<file path="config.mk">
export PLATFORM = sky130hd
export DESIGN_NAME = median_ctrl_flat
export DESIGN_NICKNAME = d
export VERILOG_FILES = /design/src/rtl/median_pkg.sv /design/src/rtl/median_if.sv /design/src/rtl/median_ctrl.sv /design/src/flat_wrapper.sv
export SDC_FILE = /design/constraint.sdc
export NUM_CORES = 1
export LEC_CHECK = 0
export ABC_AREA = 0
export BUFFER_PORTS_ARGS = -buffer_cell sky130_fd_sc_hd__buf_2
export CELL_PAD_IN_SITES_DETAIL_PLACEMENT = 1
export CELL_PAD_IN_SITES_GLOBAL_PLACEMENT = 1
export CORE_ASPECT_RATIO = 1.1
export CORE_MARGIN = 3
export CORE_UTILIZATION = 42
export DETAILED_ROUTE_END_ITERATION = 6
export PLACE_DENSITY_LB_ADDON = 0.1
export SETUP_SLACK_MARGIN = 0.1
export SYNTH_ARGS = -nofsm -noshare
export SYNTH_HDL_FRONTEND = slang
export SYNTH_SLANG_ARGS = --single-unit
export TNS_END_PERCENT = 1
</file>
<file path="constraint.sdc">
create_clock -name clk -period 2.1 [get_ports clk]
set_input_delay 0.105 -clock clk [delete_from_list [all_inputs] [get_ports clk]]
set_output_delay 0.105 -clock clk [all_outputs]
set_load 0.005 [all_outputs]
</file>
<file path="src/rtl/median_pkg.sv">
// Shared types and constants for the 9-tap median sequencer.
package median_pkg;

    typedef enum logic [2:0] {
        IDLE  = 3'd0,
        LOAD  = 3'd1,
        SORT  = 3'd2,
        FINAL = 3'd3,
        DONE  = 3'd4
    } med_state_t;

    localparam int MED_NPIX  = 9;
    localparam int MED_NDROP = 4;
    // Cycles from the last pixel-valid cycle to the DSO pulse.
    localparam int MED_LAT   = 41;

endpackage

</file>
<file path="src/rtl/median_if.sv">
// Handshake between pixel source, median sequencer and median datapath.
interface median_if;

    logic DSI;
    logic DSI_MED;
    logic BYP;
    logic BUSY;
    logic DSO;

    modport master (
        input  DSI,
        output DSI_MED,
        output BYP,
        output BUSY,
        output DSO
    );

    modport slave (
        output DSI,
        input  DSI_MED,
        input  BYP,
        input  BUSY,
        input  DSO
    );

endinterface

</file>
<file path="src/rtl/median_ctrl.sv">
// Sequencer for the 9-tap median datapath: load window, bubble out the four
// largest values, run the final max pass, then flag the median on DSO.
module median_ctrl
    import median_pkg::*;
#(
    parameter int NPIX  = MED_NPIX,
    parameter int NDROP = MED_NDROP
) (
    input  logic     clk,
    input  logic     rst,
    median_if.master bus
);

    localparam logic [3:0] CYC_LAST  = 4'(NPIX - 1);
    localparam logic [3:0] FIN_LAST  = 4'(NDROP - 1);
    localparam logic [2:0] PASS_LAST = 3'(NDROP - 1);

    med_state_t state_q, state_d;
    logic [3:0] cyc_q, cyc_d;
    logic [2:0] pass_q, pass_d;

    always_comb begin
        state_d = state_q;
        cyc_d   = cyc_q;
        pass_d  = pass_q;
        case (state_q)
            IDLE: begin
                cyc_d  = 4'd0;
                pass_d = 3'd0;
                if (bus.DSI) begin
                    state_d = LOAD;
                    cyc_d   = 4'd1;
                end
            end
            LOAD: begin
                if (!bus.DSI) begin
                    // A gap in the burst abandons the partial window.
                    state_d = IDLE;
                    cyc_d   = 4'd0;
                    pass_d  = 3'd0;
                end else if (cyc_q == CYC_LAST) begin
                    state_d = SORT;
                    cyc_d   = 4'd0;
                    pass_d  = 3'd0;
                end else begin
                    cyc_d = cyc_q + 4'd1;
                end
            end
            SORT: begin
                if (cyc_q == CYC_LAST) begin
                    cyc_d = 4'd0;
                    if (pass_q == PASS_LAST) begin
                        state_d = FINAL;
                        pass_d  = 3'd0;
                    end else begin
                        pass_d = pass_q + 3'd1;
                    end
                end else begin
                    cyc_d = cyc_q + 4'd1;
                end
            end
            FINAL: begin
                if (cyc_q == FIN_LAST) begin
                    state_d = DONE;
                    cyc_d   = 4'd0;
                end else begin
                    cyc_d = cyc_q + 4'd1;
                end
            end
            DONE: begin
                pass_d = 3'd0;
                if (bus.DSI) begin
                    state_d = LOAD;
                    cyc_d   = 4'd1;
                end else begin
                    state_d = IDLE;
                    cyc_d   = 4'd0;
                end
            end
            default: begin
                state_d = IDLE;
                cyc_d   = 4'd0;
                pass_d  = 3'd0;
            end
        endcase
    end

    always_ff @(posedge clk) begin
        if (rst) begin
            state_q <= IDLE;
            cyc_q   <= 4'd0;
            pass_q  <= 3'd0;
        end else begin
            state_q <= state_d;
            cyc_q   <= cyc_d;
            pass_q  <= pass_d;
        end
    end

    // Pass p compares the first 8-p positions, then bypasses the p+1 already-discarded maxima.
    always_comb begin
        bus.BYP  = 1'b1;
        bus.BUSY = 1'b0;
        bus.DSO  = 1'b0;
        case (state_q)
            SORT: begin
                bus.BUSY = 1'b1;
                bus.BYP  = (cyc_q < (CYC_LAST - {1'b0, pass_q})) ? 1'b0 : 1'b1;
            end
            FINAL: begin
                bus.BUSY = 1'b1;
                bus.BYP  = 1'b0;
            end
            DONE: begin
                bus.DSO = 1'b1;
            end
            default: begin
                bus.BYP = 1'b1;
            end
        endcase
    end

    // Load strobe is masked during reset so a held DSI cannot disturb the datapath.
    assign bus.DSI_MED = bus.DSI && !rst &&
                         ((state_q == IDLE) || (state_q == LOAD) || (state_q == DONE));

endmodule
</file>
<file path="src/flat_wrapper.sv">
// flat-port wrapper written by rule: the top's interface ports become plain ports
module median_ctrl_flat import median_pkg::*;
#(
    parameter int NPIX  = MED_NPIX,
    parameter int NDROP = MED_NDROP
)
  (clk, rst, bus_DSI, bus_DSI_MED, bus_BYP, bus_BUSY, bus_DSO);
  median_if bus_i ();
  input  logic clk;
  input  logic rst;
  input wire logic [$bits(bus_i.DSI)-1:0] bus_DSI;
  output wire logic [$bits(bus_i.DSI_MED)-1:0] bus_DSI_MED;
  output wire logic [$bits(bus_i.BYP)-1:0] bus_BYP;
  output wire logic [$bits(bus_i.BUSY)-1:0] bus_BUSY;
  output wire logic [$bits(bus_i.DSO)-1:0] bus_DSO;
  assign bus_i.DSI = bus_DSI;
  assign bus_DSI_MED = bus_i.DSI_MED;
  assign bus_BYP = bus_i.BYP;
  assign bus_BUSY = bus_i.BUSY;
  assign bus_DSO = bus_i.DSO;
  median_ctrl #(.NPIX(NPIX), .NDROP(NDROP)) u_core (.clk(clk), .rst(rst), .bus(bus_i));
endmodule
</file>
### Word level (Yosys, flattened, before mapping)

Cells that the tools add are included.

* add/sub/neg operators: 3
* magnitude comparators: 1
* equality and inequality tests: 12
* mux-type cells: 22
* bitwise logic cells: 1
* reductions and logical operators: 10

Operators with widths (number)
* 3-bit two-way mux: 10
* 4-bit one-hot mux with 4 select lines: 1
* 3-bit one-hot mux with 5 select lines: 1
* 4-bit two-way mux: 3
* 3-bit by 2-bit == test with 1-bit output (second input constant): 3
* 3-bit one-hot mux with 3 select lines: 1
* 2-bit by 1-bit != test with 1-bit output (second input constant): 3
* 1-bit two-way mux: 5
* 5-bit AND reduction: 1
* 4-bit by 1-bit adder with 4-bit output (second input constant): 1
* 4-bit by 2-bit == test with 1-bit output (second input constant): 1
* 4-bit == test (second input constant): 1
* 4-bit < comparator: 1
* 2-bit OR reduction: 2
* 4-bit by 3-bit subtractor with 4-bit output (first input constant): 1
* 3-bit by 1-bit adder with 3-bit output (second input constant): 1
* 3-bit by 1-bit == test with 1-bit output (second input constant): 1
* 3-bit == test (second input constant): 1
* 3-bit zero test: 1
* 3-bit by 2-bit != test with 1-bit output (second input constant): 1
* 3-bit AND reduction: 1
* 1-bit logical AND: 2
* 1-bit logical OR: 2
* 2-bit != test (second input constant): 1
* 3 further kinds: 3

* register bits: 10
* input port bits: 3
* logic and storage cells: 52

### Logic depth before layout (Yosys ltp)

Gate-level depths: netlist of the first run.

* depth after elaboration: 4
* mapped depth: 7
* mapped depth without buffers: 7

### Worst setup path after synthesis of the first run

OpenSTA, ideal clock, no wires.

* path kind: register to register
* from: register u_core.cyc_q[0]
* to: register u_core.state_q[0]
* library setup time: 68 ps
* arrival time: 1588 ps
* path slack: 445 ps
* cell stages (with the launch flop): 6
* buffers on the path: 0
* path through: dfxtp_1 > ha_1 > or3b_1 > a32o_1 > a2111o_1 > a21oi_2

* cells in the longest elaborated chain, start to end: 3
* elaborated cells on any way between the ends: 6

RTL lines
* start: declaration: line median_ctrl.sv:19 `logic [3:0] cyc_q, cyc_d;`
* start signal: assignment: line median_ctrl.sv:95 `cyc_q <= cyc_d;`
* 4-bit == test / 4-bit by 2-bit == test with 1-bit output (equally long branches): line median_ctrl.sv:41, median_ctrl.sv:50, median_ctrl.sv:63
* 3-bit by 2-bit != test with 1-bit output (no source line) / 2-bit by 1-bit != test with 1-bit output (equally long branches)
* 5-bit AND reduction (no source line) *
* end signal: assignment: line median_ctrl.sv:94 `state_q <= state_d;`
* end: declaration: line median_ctrl.sv:18 `med_state_t state_q, state_d;`

Every way passes the cells marked *; elsewhere a longest branch is shown, timed or not.
A chain may end at the register's enable or synchronous reset.

### Final worst setup path of the first run

* from: register u_core.pass_q[0]
* to: output bus_BYP

* cells in the longest elaborated chain, start to end: 4

RTL lines
* start: declaration: line median_ctrl.sv:20 `logic [2:0] pass_q, pass_d;`
* start signal: assignment: line median_ctrl.sv:96 `pass_q <= pass_d;`
* 4-bit by 3-bit subtractor with 4-bit output: line median_ctrl.sv:108 `bus.BYP = (cyc_q < (CYC_LAST - {1'b0, pass_q})) ? 1'b0 : 1'b1;`
* 4-bit < comparator: line median_ctrl.sv:108
* 1-bit two-way mux: line median_ctrl.sv:108
* 1-bit one-hot mux with 2 select lines: line median_ctrl.sv:105 `case (state_q)`
* end: declaration: line flat_wrapper.sv:13 `output wire logic [$bits(bus_i.BYP)-1:0] bus_BYP;`

Every way passes these cells.

==> run summary, run 1 <==
STATUS
------------------------------------------------------------------------------------
Result of the run                                                          completed

YOSYS
------------------------------------------------------------------------------------
Cell accounting for the most synthesized area                           sky130_fd_sc_hd__dfxtp_1
Post-Synthesis Mean Instance Area                                          8.48 um^2
Top cells by count, synth                                               10 x sky130_fd_sc_hd__dfxtp_1, 8 x sky130_fd_sc_hd__inv_1, 8 x sky130_fd_sc_hd__nor2_1
Part of the Yosys area used for sequential elements                            28.8%
Cell area after technology mapping                                          696 um^2
Largest cells by area after synthesis                                   sky130_fd_sc_hd__dfxtp_1 29%, sky130_fd_sc_hd__ha_1 13%, sky130_fd_sc_hd__nand2b_1 5.4%
Number of instances in the synthesized netlist                                    82
Proportion of synthesized flip-flops having asynchronous set or reset             0%
Main synth FF type                                                      sky130_fd_sc_hd__dfxtp_1
Synthesis-stage register bit count                                                10
Number of unique standard cell types used by synthesis                            36
Count of synthesis-stage warnings from yosys                                       0
Count of flip-flops with a built-in enable after synthesis                         0
Area share of the largest cell type after synthesis                            28.8%
Most frequently used cell type in the post-synthesis netlist            sky130_fd_sc_hd__dfxtp_1
Syn Nets                                                                          92

ROUTING
------------------------------------------------------------------------------------
Total vias in the final route                                                    606
Uppermost metal layer occupied by signal nets                                   met3
Vias per std cell                                                               5.72
Average detailed-routed wire length per instance                             14.8 um
Met1 Wirelength                                                               756 um
DR WL met2                                                                    756 um
DRC errors left                                                                    0
Starting DRC count in detailed routing                                             4
Total iterations of the first detailed-routing run                                 4
Routed length on met3                                                          51 um
Post-Route WL                                                                1.56 mm
Final antenna-violating net count                                                  0

CLOCK NETWORK
------------------------------------------------------------------------------------
Num Clock Sinks                                                                   10
Root buffer selected by CTS                                             sky130_fd_sc_hd__clkbuf_4
Num CTS Buffers                                                                    3
Latest clock arrival within the worst-skew pair                               260 ps
Clock tree from TritonCTS                                                        yes
Hold_buf cts                                                                       0
Clock-pin transition on the worst setup and hold timing paths                  70 ps
H-tree depth                                                                       1
Worst-case clock buffer depth                                                      2

LAYOUT
------------------------------------------------------------------------------------
Number of diodes added for antenna fixing                                          0
Final design area excluding fillers                                         785 um^2
Number of nets in the finished design                                            101
Share of final-layout standard cells stronger than drive strength 1            20.0%
Syn-to-layout area delta                                                       12.8%
Number of standard cells in the layout, taps in and fillers out                  106

WORST SETUP PATH
------------------------------------------------------------------------------------
Critical Path Stages                                                               8
Worst setup path end                                                         bus_BYP
Startpoint of the worst setup timing path                               u_core.pass_q[0]
Worst path buffer plus inverter count                                              3
Family with the most delay on the worst path                             adder cells
Data arrival time of the worst path                                          1800 ps
Startpoint type of the worst setup path                                     register
Max stage delay cell, worst path                                        sky130_fd_sc_hd__dfxtp_4
Minimum setup slack among reg-to-reg paths                                    270 ps
Maximum fanout along the worst path                                                4
Critical path type                                                           reg2out
Destination of the worst register-to-register timing path               u_core.state_q[0]
Reg-to-reg startpoint                                                   u_core.cyc_q[1]
Cell-by-cell listing of the critical path                               inv_1 -> ha_1 -> inv_1 -> ha_1 -> a21o_1 -> a21oi_2 -> o221ai_2 -> buf_2
Kind of capture point of the worst setup path                            output port
Worst Path Required                                                          2000 ps
Length in cells of the worst reg-to-reg path                                       5
Largest stage delay, worst path                                               360 ps

TIMING
------------------------------------------------------------------------------------
Final period demand of the worst path                                        1900 ps
Setup repair after global routing missed its margin                               no
Final count of negative-setup-slack endpoints                                      0
Skew final                                                                   5.09 ps
Max-slew violation count                                                           0
Final-layout setup total negative slack                                         0 ps
Transition time at the pin with the least slew margin                         425 ps
Max-Slew Margin vs Limit                                                       71.6%
Post-route setup slack                                                        199 ps
Number of hold-slack violations in the final timing report                         0
F_max                                                                      0.526 GHz
Final period util                                                              90.5%

DIE
------------------------------------------------------------------------------------
Initial core utilization                                                       47.8%
Die extent in y                                                              48.7 um
I/O Pins                                                                           7
DIE WIDTH                                                                    44.8 um
Placeable Area                                                          0.00145 mm^2
Full die area                                                           0.00218 mm^2
Cell row count                                                                    14

PLACED DESIGN
------------------------------------------------------------------------------------
HPWL Detailed                                                                1.18 mm
Setup slack after placement                                                   284 ps
Gp weighted congestion                                                         0.825
Total placed instance area                                                  726 um^2
Port Buffer Count                                                                  6
Placed cells                                                                     101

GLOBAL ROUTE
------------------------------------------------------------------------------------
Vias in the first global route                                                   579
First-pass GRT wire length                                                   2.65 mm
GRT Total Usage                                                                16.0%
Number of antenna violations at the first check in global routing                  0
Sum of overflow across all layers after global routing                             0
Largest net degree at the start of global routing                                 14

POWER AND IR DROP
------------------------------------------------------------------------------------
Worst voltage drop across the vdd grid                                    0.000567 V
Leakage                                                                  0.000308 uW
Power consumption                                                             427 uW
Power density over the cells                                             544 mW/mm^2

RUN
------------------------------------------------------------------------------------
Max_cap viols                                                                      0

MIN PATH
------------------------------------------------------------------------------------
Hold/Removal Path Class                                                       in2reg

[how the worst min path moves through the flow]
stage,depth (start not counted),startpoint,endpoint
after CTS,3,bus_DSI,u_core.cyc_q[0]
after floorplan,2,bus_DSI,u_core.cyc_q[0]
after global placement,3,bus_DSI,u_core.cyc_q[0]
after global routing,3,bus_DSI,u_core.cyc_q[0]
final,3,bus_DSI,u_core.cyc_q[0]
after detailed placement,3,bus_DSI,u_core.cyc_q[0]
[through the flow]
stage | utilization (%) | hold WS (ps)
2_1_floorplan | - | 262
3_3_place_gp | 49.9 | 414
4_1_cts | 52.5 | 131
5_1_grt | 54.0 | 139
6_report | 54.0 | 137
3_5_place_dp | 49.9 | 416
[routing by layer]
layer,track usage (%),vias to the layer above
met1,22.6,292
met3,5.93,0
met2,23.9,7
met5,0,-
li1,-,307
met4,1.46,0
[what timing repair did]
| action | CTS | global route |
|---|---|---|
| setup buffers | 0 | 1 |
| endpoints found under the setup margin | 1 | 1 |
| pin swaps | 0 | 3 |
| gates resized for setup | 1 | 4 |
[state kept, by name, summed over array words and instances (netlist names)]
register,cells
u_core.cyc_q,4
u_core.pass_q,3
u_core.state_q,3
[where the power goes]
group | switching [uW] | internal (uW)
combinational | 26.3 | 24.0
clock | 66.4 | 105
sequential | 11.8 | 193
total | 105 | 322
[worst reg2reg max path: cells and delay by family, from the launching register on]
kind	cells	cell delay, ps
compound gates	3	740
fa+ha+maj	1	210
flops	1	410
simple gates	1	400
[area by class of cell]
type	count	area (um^2)
Timing Repair Buffer	8	45.0
Fill cell	180	669
Tap cell	16	20.0
Inverter	8	30.0
Clock buffer	4	36.3
Sequential cell	10	205
Multi-Input combinational cell	60	448
[cells in the final DEF, fill, tap and decap left out, drive strengths merged, types with 4 or more instances in the layout]
| cell type | Yosys | final |
|---|---|---|
| dfxtp | 10 | 10 |
| inv | 8 | 8 |
| nor2 | 8 | 8 |
| buf | 3 | 8 |
| ha | 7 | 7 |
| a21oi | 7 | 7 |
| nand2b | 6 | 6 |
| o21ai | 4 | 4 |
| clkbuf | 1 | 4 |
[kinds of logic (layout without fill, tap and decap cells)]
logic type / after synthesis / in the layout / share of synthesized area (%)
adders and majority gates: 7 / 7 / 12.6
and+or+nand+nor: 29 / 29 / 25.0
DFF: 10 / 10 / 28.8
xor gates and xnor gates: 3 / 3 / 3.78
AOI/OAI and AO/OA: 21 / 21 / 21.6
buffers and inverters: 12 / 20 / 8.27
No activity file was read; power rests on OpenSTA's default activity.
==> run 2: changes to the inputs <==
Settings changed: ABC_AREA 0 to 1, CORE_UTILIZATION 42 to 39, REMOVE_ABC_BUFFERS from default to 1.
==> run summary, run 2 <==
STATUS
------------------------------------------------------------------------------------
Result of the run                                                          completed

YOSYS
------------------------------------------------------------------------------------
Number of instances in the synthesized netlist                                   108   +32%
Largest cells by area after synthesis                                   sky130_fd_sc_hd__dfxtp_1 28%, sky130_fd_sc_hd__ha_1 12%, sky130_fd_sc_hd__nand2_1 12%
Proportion of synthesized flip-flops having asynchronous set or reset             0%   unchanged
Top cells by count, synth                                               23 x sky130_fd_sc_hd__nand2_1, 20 x sky130_fd_sc_hd__nor2_1, 19 x sky130_fd_sc_hd__inv_1
Synthesis-stage register bit count                                                10   unchanged
Cell accounting for the most synthesized area                           sky130_fd_sc_hd__dfxtp_1
Post-Synthesis Mean Instance Area                                          6.59 um^2   -22%
Count of synthesis-stage warnings from yosys                                       0   unchanged
Area share of the largest cell type after synthesis                            28.1%   -0.66 points
Part of the Yosys area used for sequential elements                            28.1%   -0.66 points
Number of unique standard cell types used by synthesis                            21   -42%
Most frequently used cell type in the post-synthesis netlist            sky130_fd_sc_hd__nand2_1
Cell area after technology mapping                                          712 um^2   +2.3%
Count of flip-flops with a built-in enable after synthesis                         0   unchanged
Main synth FF type                                                      sky130_fd_sc_hd__dfxtp_1

DIE
------------------------------------------------------------------------------------
Die extent in y                                                              50.8 um   +4.4%
DIE WIDTH                                                                    46.7 um   +4.3%
Placeable Area                                                          0.00165 mm^2   +14%
Cell row count                                                                    15   +1
Full die area                                                           0.00237 mm^2   +8.9%
I/O Pins                                                                           7   unchanged
Initial core utilization                                                       43.1%   -4.7 points

WORST SETUP PATH
------------------------------------------------------------------------------------
Minimum setup slack among reg-to-reg paths                                    770 ps   +500 ps
Kind of capture point of the worst setup path                            output port
Family with the most delay on the worst path                             adder cells
Critical Path Most Common Cell                                          sky130_fd_sc_hd__nand2_1
Startpoint type of the worst setup path                                     register
Cell-by-cell listing of the critical path                               inv_1 -> ha_4 -> inv_1 -> ha_1 -> o21ai_0 -> nand2_1 -> nand3_1 -> nand2_1 -> nand2_1 -> nand2_1 -> buf_2
Reg-to-reg startpoint                                                   u_core.cyc_q[0]
Worst path buffer plus inverter count                                              3   unchanged
Critical path type                                                           reg2out
Length in cells of the worst reg-to-reg path                                       7   +2
Destination of the worst register-to-register timing path               u_core.pass_q[2]
Largest stage delay, worst path                                               350 ps   about the same
Worst Path Required                                                          2000 ps   about the same
Data arrival time of the worst path                                          1740 ps   -60 ps
Max stage delay cell, worst path                                        sky130_fd_sc_hd__dfxtp_2
Maximum fanout along the worst path                                                3   -1

CLOCK NETWORK
------------------------------------------------------------------------------------
Root buffer selected by CTS                                             sky130_fd_sc_hd__clkbuf_4
Num CTS Buffers                                                                    3   unchanged
Num Clock Sinks                                                                   10   unchanged
Hold_buf cts                                                                       0   unchanged
H-tree depth                                                                       1   unchanged
Post-CTS setup buffers                                                             0   unchanged
Worst-case clock buffer depth                                                      2   unchanged
Clock-pin transition on the worst setup and hold timing paths                  70 ps   about the same
Latest clock arrival within the worst-skew pair                               270 ps   about the same
Clock tree from TritonCTS                                                        yes

LAYOUT
------------------------------------------------------------------------------------
Regs by FF count                                                        u_core.cyc_q x4, u_core.pass_q x3, u_core.state_q x3
Share of final-layout standard cells stronger than drive strength 1            22.0%   +2.0 points
Flip-flop count of the largest register after layout                               4   unchanged
Number of nets in the finished design                                            129   +28%
Syn-to-layout area delta                                                       14.4%
Most used cells in the layout excluding fill and tap cells              23 x sky130_fd_sc_hd__nand2_1, 20 x sky130_fd_sc_hd__nor2_1, 18 x sky130_fd_sc_hd__inv_1
Most common cell after layout, fill and taps aside                      sky130_fd_sc_hd__nand2_1
Number of diodes added for antenna fixing                                          0   unchanged
Register with the highest flop count                                    u_core.cyc_q

ROUTING
------------------------------------------------------------------------------------
Uppermost metal layer occupied by signal nets                                   met4
Final antenna-violating net count                                                  0   unchanged
Total iterations of the first detailed-routing run                                 2   -2
Starting DRC count in detailed routing                                             3   -1
Vias per std cell                                                               5.00   -13%
DRC errors left                                                                    0   unchanged
DR WL met2                                                                    735 um   -2.8%
Average detailed-routed wire length per instance                             11.9 um   -19%
Routed length on met3                                                          66 um   +29%
Total vias in the final route                                                    675   +11%
Post-Route WL                                                                1.61 mm   +2.9%
Met1 Wirelength                                                               773 um   +2.2%

MIN PATH
------------------------------------------------------------------------------------
Hold/Removal Path Class                                                       in2reg
Hold path startpoint                                                             rst
Endpoint of the worst hold-timing path                                  u_core.state_q[2]
Worst hold path cell count                                                         2   -1

TIMING
------------------------------------------------------------------------------------
Number of hold-slack violations in the final timing report                         0   unchanged
Final count of negative-setup-slack endpoints                                      0   unchanged
Transition time at the pin with the least slew margin                         242 ps   -183 ps
Final period util                                                              88.0%   -2.5 points
Setup repair after global routing missed its margin                               no
Max-slew violation count                                                           0   unchanged
Max-Slew Margin vs Limit                                                       83.8%   +12 points
Final period demand of the worst path                                        1850 ps   -51.9 ps
Final Hold Slack                                                             36.4 ps   -101 ps
Final-layout setup total negative slack                                         0 ps   unchanged
Skew final                                                                   2.89 ps   -2.20 ps
F_max                                                                      0.541 GHz   +2.8%

POWER AND IR DROP
------------------------------------------------------------------------------------
Worst voltage drop across the vdd grid                                    0.000436 V   -23%
Internal                                                                      538 uW   +67%
Fraction of power consumed by combinational cells                              51.9%   +40 points
Reported net switching power                                                  431 uW   +310%
Portion of total power attributed to the clock network                         18.3%   -22 points
Leakage                                                                  0.000451 uW   +46%
Power density over the cells                                            1190 mW/mm^2   +120%
Flop pwr share                                                                 29.8%   -18 points
Sw Ratio                                                                       44.5%   +20 points

GLOBAL ROUTE
------------------------------------------------------------------------------------
GRT Total Usage                                                                17.2%   +1.2 points
Vias in the first global route                                                   666   +15%
Largest net degree at the start of global routing                                  7   -7
Sum of overflow across all layers after global routing                             0   unchanged
Number of antenna violations at the first check in global routing                  0   unchanged
First-pass GRT wire length                                                   2.90 mm   +9.6%

PLACED DESIGN
------------------------------------------------------------------------------------
Port Buffer Count                                                                  6   unchanged
HPWL Detailed                                                                1.37 mm   +16%
Gp weighted congestion                                                         0.790   -4.2%

RUN
------------------------------------------------------------------------------------
Max_cap viols                                                                      0   unchanged

## run 2: cell count changes in the layout (fill, tap and decap cells not counted), moves of 4 or more
cell / before / now
sky130_fd_sc_hd__inv_1: 8 / 18
sky130_fd_sc_hd__inv_2: 0 / 4
sky130_fd_sc_hd__nand2_1: 0 / 23
sky130_fd_sc_hd__nand2b_1: 6 / 0
sky130_fd_sc_hd__nor2_1: 8 / 20
## run 2: what timing repair did
item                                    CTS  global route
endpoints found under the setup margin    0             1
resized for setup                         0             4
hold endpoints to repair                  0             0
## run 2: area by class of cell
class,count,area [um^2]
Inverter,22,82.6
Timing Repair Buffer,6,30.0
Tap cell,17,21.3
Fill cell,236,837
Multi-Input combinational cell,76,442
Sequential cell,10,203
Clock buffer,4,36.3
## run 2: worst max-delay path by stage
stage                                 from      end  slack (ps)  cells after the start
after floorplan           u_core.pass_q[0]  bus_BYP         690                     10
after global placement    u_core.pass_q[0]  bus_BYP         530                     11
after detailed placement  u_core.pass_q[0]  bus_BYP         430                     11
after CTS                 u_core.pass_q[0]  bus_BYP         130                     11
after global routing      u_core.pass_q[1]  bus_BYP         110                     11
final                     u_core.pass_q[1]  bus_BYP         250                     11
## run 2: through the flow
step / worst slack (ps) / instances / util, % / total power (uW) / cell area [um^2]
floorplan: 688 / 108 / - / 659 / 712
global placement: 533 / 131 / 46.2 / 759 / 763
detailed placement: 425 / 131 / 46.2 / 786 / 763
CTS: 126 / 135 / 48.4 / 966 / 800
global route: 106 / 135 / 49.3 / 1090 / 815
finish: 251 / 135 / 49.3 / 969 / 815
## run 2: power groups by stage
stage	combinational [uW]	sequential [uW]	clock [uW]
6_report	503	289	177
4_1_cts	498	287	181
3_3_place_gp	471	288	0
3_5_place_dp	495	291	0
2_1_floorplan	384	275	0
5_1_grt	597	296	195
## run 2: layer usage
| metal | track usage [%] | vias up |
|---|---|---|
| met3 | 3.17 | 5 |
| met1 | 22.6 | 309 |
| met4 | 8.29 | 0 |
| li1 | - | 349 |
| met2 | 26.4 | 12 |
| met5 | 0 | - |
## run 2: logic make-up after synthesis
kind of cell | count (synthesis) | synth area share (%)
flops | 10 | 28.1
xor+xnor | 2 | 2.46
buf+inv | 22 | 11.6
compound gates | 11 | 9.49
fa+ha+maj | 7 | 12.3
simple gates | 56 | 36.0
==> run 3: changes to the inputs <==
Settings changed: ABC_AREA 1 to default, CORE_UTILIZATION 39 to 42.
==> run summary, run 3 (synthesis results as in run 1) <==
PLACED DESIGN
----------------------------------------------------------------------------------
HPWL Detailed                                                              1.14 mm   -17%
Port Buffer Count                                                                6   unchanged
Gp weighted congestion                                                       0.731   -7.4%
Total placed instance area                                                726 um^2   -4.9%

TIMING
----------------------------------------------------------------------------------
Final period util                                                            90.7%   +2.7 points
Transition time at the pin with the least slew margin                       399 ps   +157 ps
Max-Slew Margin vs Limit                                                     73.4%   -10 points
Max-slew violation count                                                         0   unchanged
Setup repair after global routing missed its margin                             no
Final count of negative-setup-slack endpoints                                    0   unchanged
F_max                                                                    0.525 GHz   -3.0%
Final period demand of the worst path                                      1910 ps   +56.3 ps
Number of hold-slack violations in the final timing report                       0   unchanged
Skew final                                                                 4.30 ps   +1.41 ps
Final-layout setup total negative slack                                       0 ps   unchanged

LAYOUT
----------------------------------------------------------------------------------
Number of nets in the finished design                                          102   -21%
Register with the highest flop count                                  u_core.cyc_q
Share of final-layout standard cells stronger than drive strength 1          17.8%   -4.3 points
Final design area excluding fillers                                       766 um^2   -6.0%
Syn-to-layout area delta                                                     10.1%
Number of diodes added for antenna fixing                                        0   unchanged
Regs by FF count                                                      u_core.cyc_q x4, u_core.pass_q x3, u_core.state_q x3
Number of fill cells in the layout                                             177   -25%
Flip-flop count of the largest register after layout                             4   unchanged
Most used cells in the layout excluding fill and tap cells            8 x sky130_fd_sc_hd__inv_1, 8 x sky130_fd_sc_hd__nor2_1, 8 x sky130_fd_sc_hd__dfxtp_1

POWER AND IR DROP
----------------------------------------------------------------------------------
Portion of total power attributed to the clock network                       34.3%   +16 points
Reported net switching power                                                105 uW   -76%
Power density over the cells                                           508 mW/mm^2   -57%
Worst voltage drop across the vdd grid                                  0.000275 V   -37%
Leakage                                                                0.000306 uW   -32%
Internal                                                                    285 uW   -47%
Fraction of power consumed by combinational cells                            12.7%   -39 points
Flop pwr share                                                               53.0%   +23 points
Sw Ratio                                                                     26.9%   -18 points

ROUTING
----------------------------------------------------------------------------------
Total vias in the final route                                                  608   -9.9%
Post-Route WL                                                              1.57 mm   -2.7%
DRC errors left                                                                  0   unchanged
Total iterations of the first detailed-routing run                               2   unchanged
Final antenna-violating net count                                                0   unchanged
Starting DRC count in detailed routing                                           4   +1
Average detailed-routed wire length per instance                           14.8 um   +24%
Vias per std cell                                                             5.74   +15%

WORST SETUP PATH
----------------------------------------------------------------------------------
Kind of capture point of the worst setup path                          output port
Critical path type                                                         reg2out
Startpoint type of the worst setup path                                   register
Worst Path Required                                                        2000 ps   about the same
Length in cells of the worst reg-to-reg path                                     5   -2
Maximum fanout along the worst path                                              3   unchanged
Data arrival time of the worst path                                        1800 ps   +60 ps

DIE
----------------------------------------------------------------------------------
DIE WIDTH                                                                  44.8 um   -4.1%
I/O Pins                                                                         7   unchanged
Cell row count                                                                  14   -1
Initial core utilization                                                     47.8%   +4.7 points
Die extent in y                                                            48.7 um   -4.2%
Full die area                                                         0.00218 mm^2   -8.1%
Placeable Area                                                        0.00145 mm^2   -12%

MIN PATH
----------------------------------------------------------------------------------
Hold/Removal Path Class                                                     in2reg
Worst hold path cell count                                                       2   unchanged

GLOBAL ROUTE
----------------------------------------------------------------------------------
GRT Total Usage                                                              15.7%   -1.5 points
Met2 track utilization from global routing                                   23.2%   -3.2 points
Number of antenna violations at the first check in global routing                0   unchanged
Vias in the first global route                                                 556   -17%
First-pass GRT wire length                                                 2.62 mm   -9.7%
GR Util met1                                                                 22.5%   -0.086 points
Global-route met3 utilization                                                2.22%   -0.95 points
Sum of overflow across all layers after global routing                           0   unchanged
Largest net degree at the start of global routing                               14   +7
Global route hottest layer                                                    met2

CLOCK NETWORK
----------------------------------------------------------------------------------
Clock tree from TritonCTS                                                      yes
Clock-pin transition on the worst setup and hold timing paths                70 ps   about the same
Root buffer selected by CTS                                           sky130_fd_sc_hd__clkbuf_4
Latest clock arrival within the worst-skew pair                             260 ps   about the same
H-tree depth                                                                     1   unchanged
Hold_buf cts                                                                     0   unchanged
Worst-case clock buffer depth                                                    2   unchanged
Num Clock Sinks                                                                 10   unchanged
Num CTS Buffers                                                                  3   unchanged

STATUS
----------------------------------------------------------------------------------
Result of the run                                                        completed

RUN
----------------------------------------------------------------------------------
Max_cap viols                                                                    0   unchanged

-- run 3: changes by cell type in the layout (fill, tap and decap cells not counted), sizes merged, moves of 3 or more --
cell	delta
nor2	-14
nand2b	+6
a21oi	+3
buf	+3
nand3	-3
inv	-14
nand2	-26
-- run 3: what timing repair did --
item,in CTS,in global routing
cloned,0,0
buffers inserted,0,2
setup endpoints to repair,1,1
gates resized for setup,2,0
pin swaps,0,3
-- run 3: routing by layer --
layer  routed length, um  part of all wire (%)  up-vias
met3                  47                   3.0        2
met2                 708                    45        7
met5                   0                     0        -
met1                 800                    51      290
li1                    -                     -      309
met4                  10                  0.64        0
-- run 3: power groups by stage --
| stage | clock (uW) | sequential, uW | combinational (uW) |
|---|---|---|---|
| after global routing | 147 | 207 | 54.7 |
| final | 134 | 206 | 49.4 |
| after detailed placement | 0 | 211 | 49.7 |
| after CTS | 138 | 207 | 50.0 |
| after floorplan | 0 | 206 | 34.7 |
| after global placement | 0 | 210 | 48.2 |
-- run 3: area by class of cell --
class | instances | area (um^2) | share of cell area, %
sequential | 10 | 203 | 26.5
multi-input combinational | 60 | 438 | 57.2
inverter | 8 | 30.0 | 3.92
timing repair buffer | 9 | 52.6 | 6.86
clock buffer | 3 | 22.5 | 2.94
tap | 16 | 20.0 | 2.61
-- run 3: worst max-delay path, cell delays in order (launching register included) --
cell and delay, ps:
sky130_fd_sc_hd__dfxtp_2 360, sky130_fd_sc_hd__inv_1 60, sky130_fd_sc_hd__ha_1 260, sky130_fd_sc_hd__inv_1 50, sky130_fd_sc_hd__ha_1 270, sky130_fd_sc_hd__a21o_1 160, sky130_fd_sc_hd__a21oi_1 120, sky130_fd_sc_hd__o221ai_1 100
sky130_fd_sc_hd__buf_2 150
-- run 3: path summary, 6_finish.rpt --
path | from | end | slack, ps
worst min register to register | u_core.pass_q[0] | u_core.pass_q[0] | 540
worst max-delay path | u_core.pass_q[1] | bus_BYP | 190
worst max register to register | u_core.cyc_q[0] | u_core.state_q[0] | 270
worst min-delay path | rst | u_core.state_q[0] | 150
-- run 3: through the flow --
step | utilization (%) | total power [uW] | hold WS [ps] | std cells | worst slack, ps
after CTS | 51.6 | 395 | 136 | 104 | 104
after detailed placement | 49.9 | 260 | 419 | 101 | 287
after global placement | 49.9 | 258 | 412 | 101 | 310
after floorplan | - | 241 | 167 | 78 | 446
after global routing | 52.7 | 409 | 156 | 106 | 99.9
final | 52.7 | 389 | 149 | 106 | 195
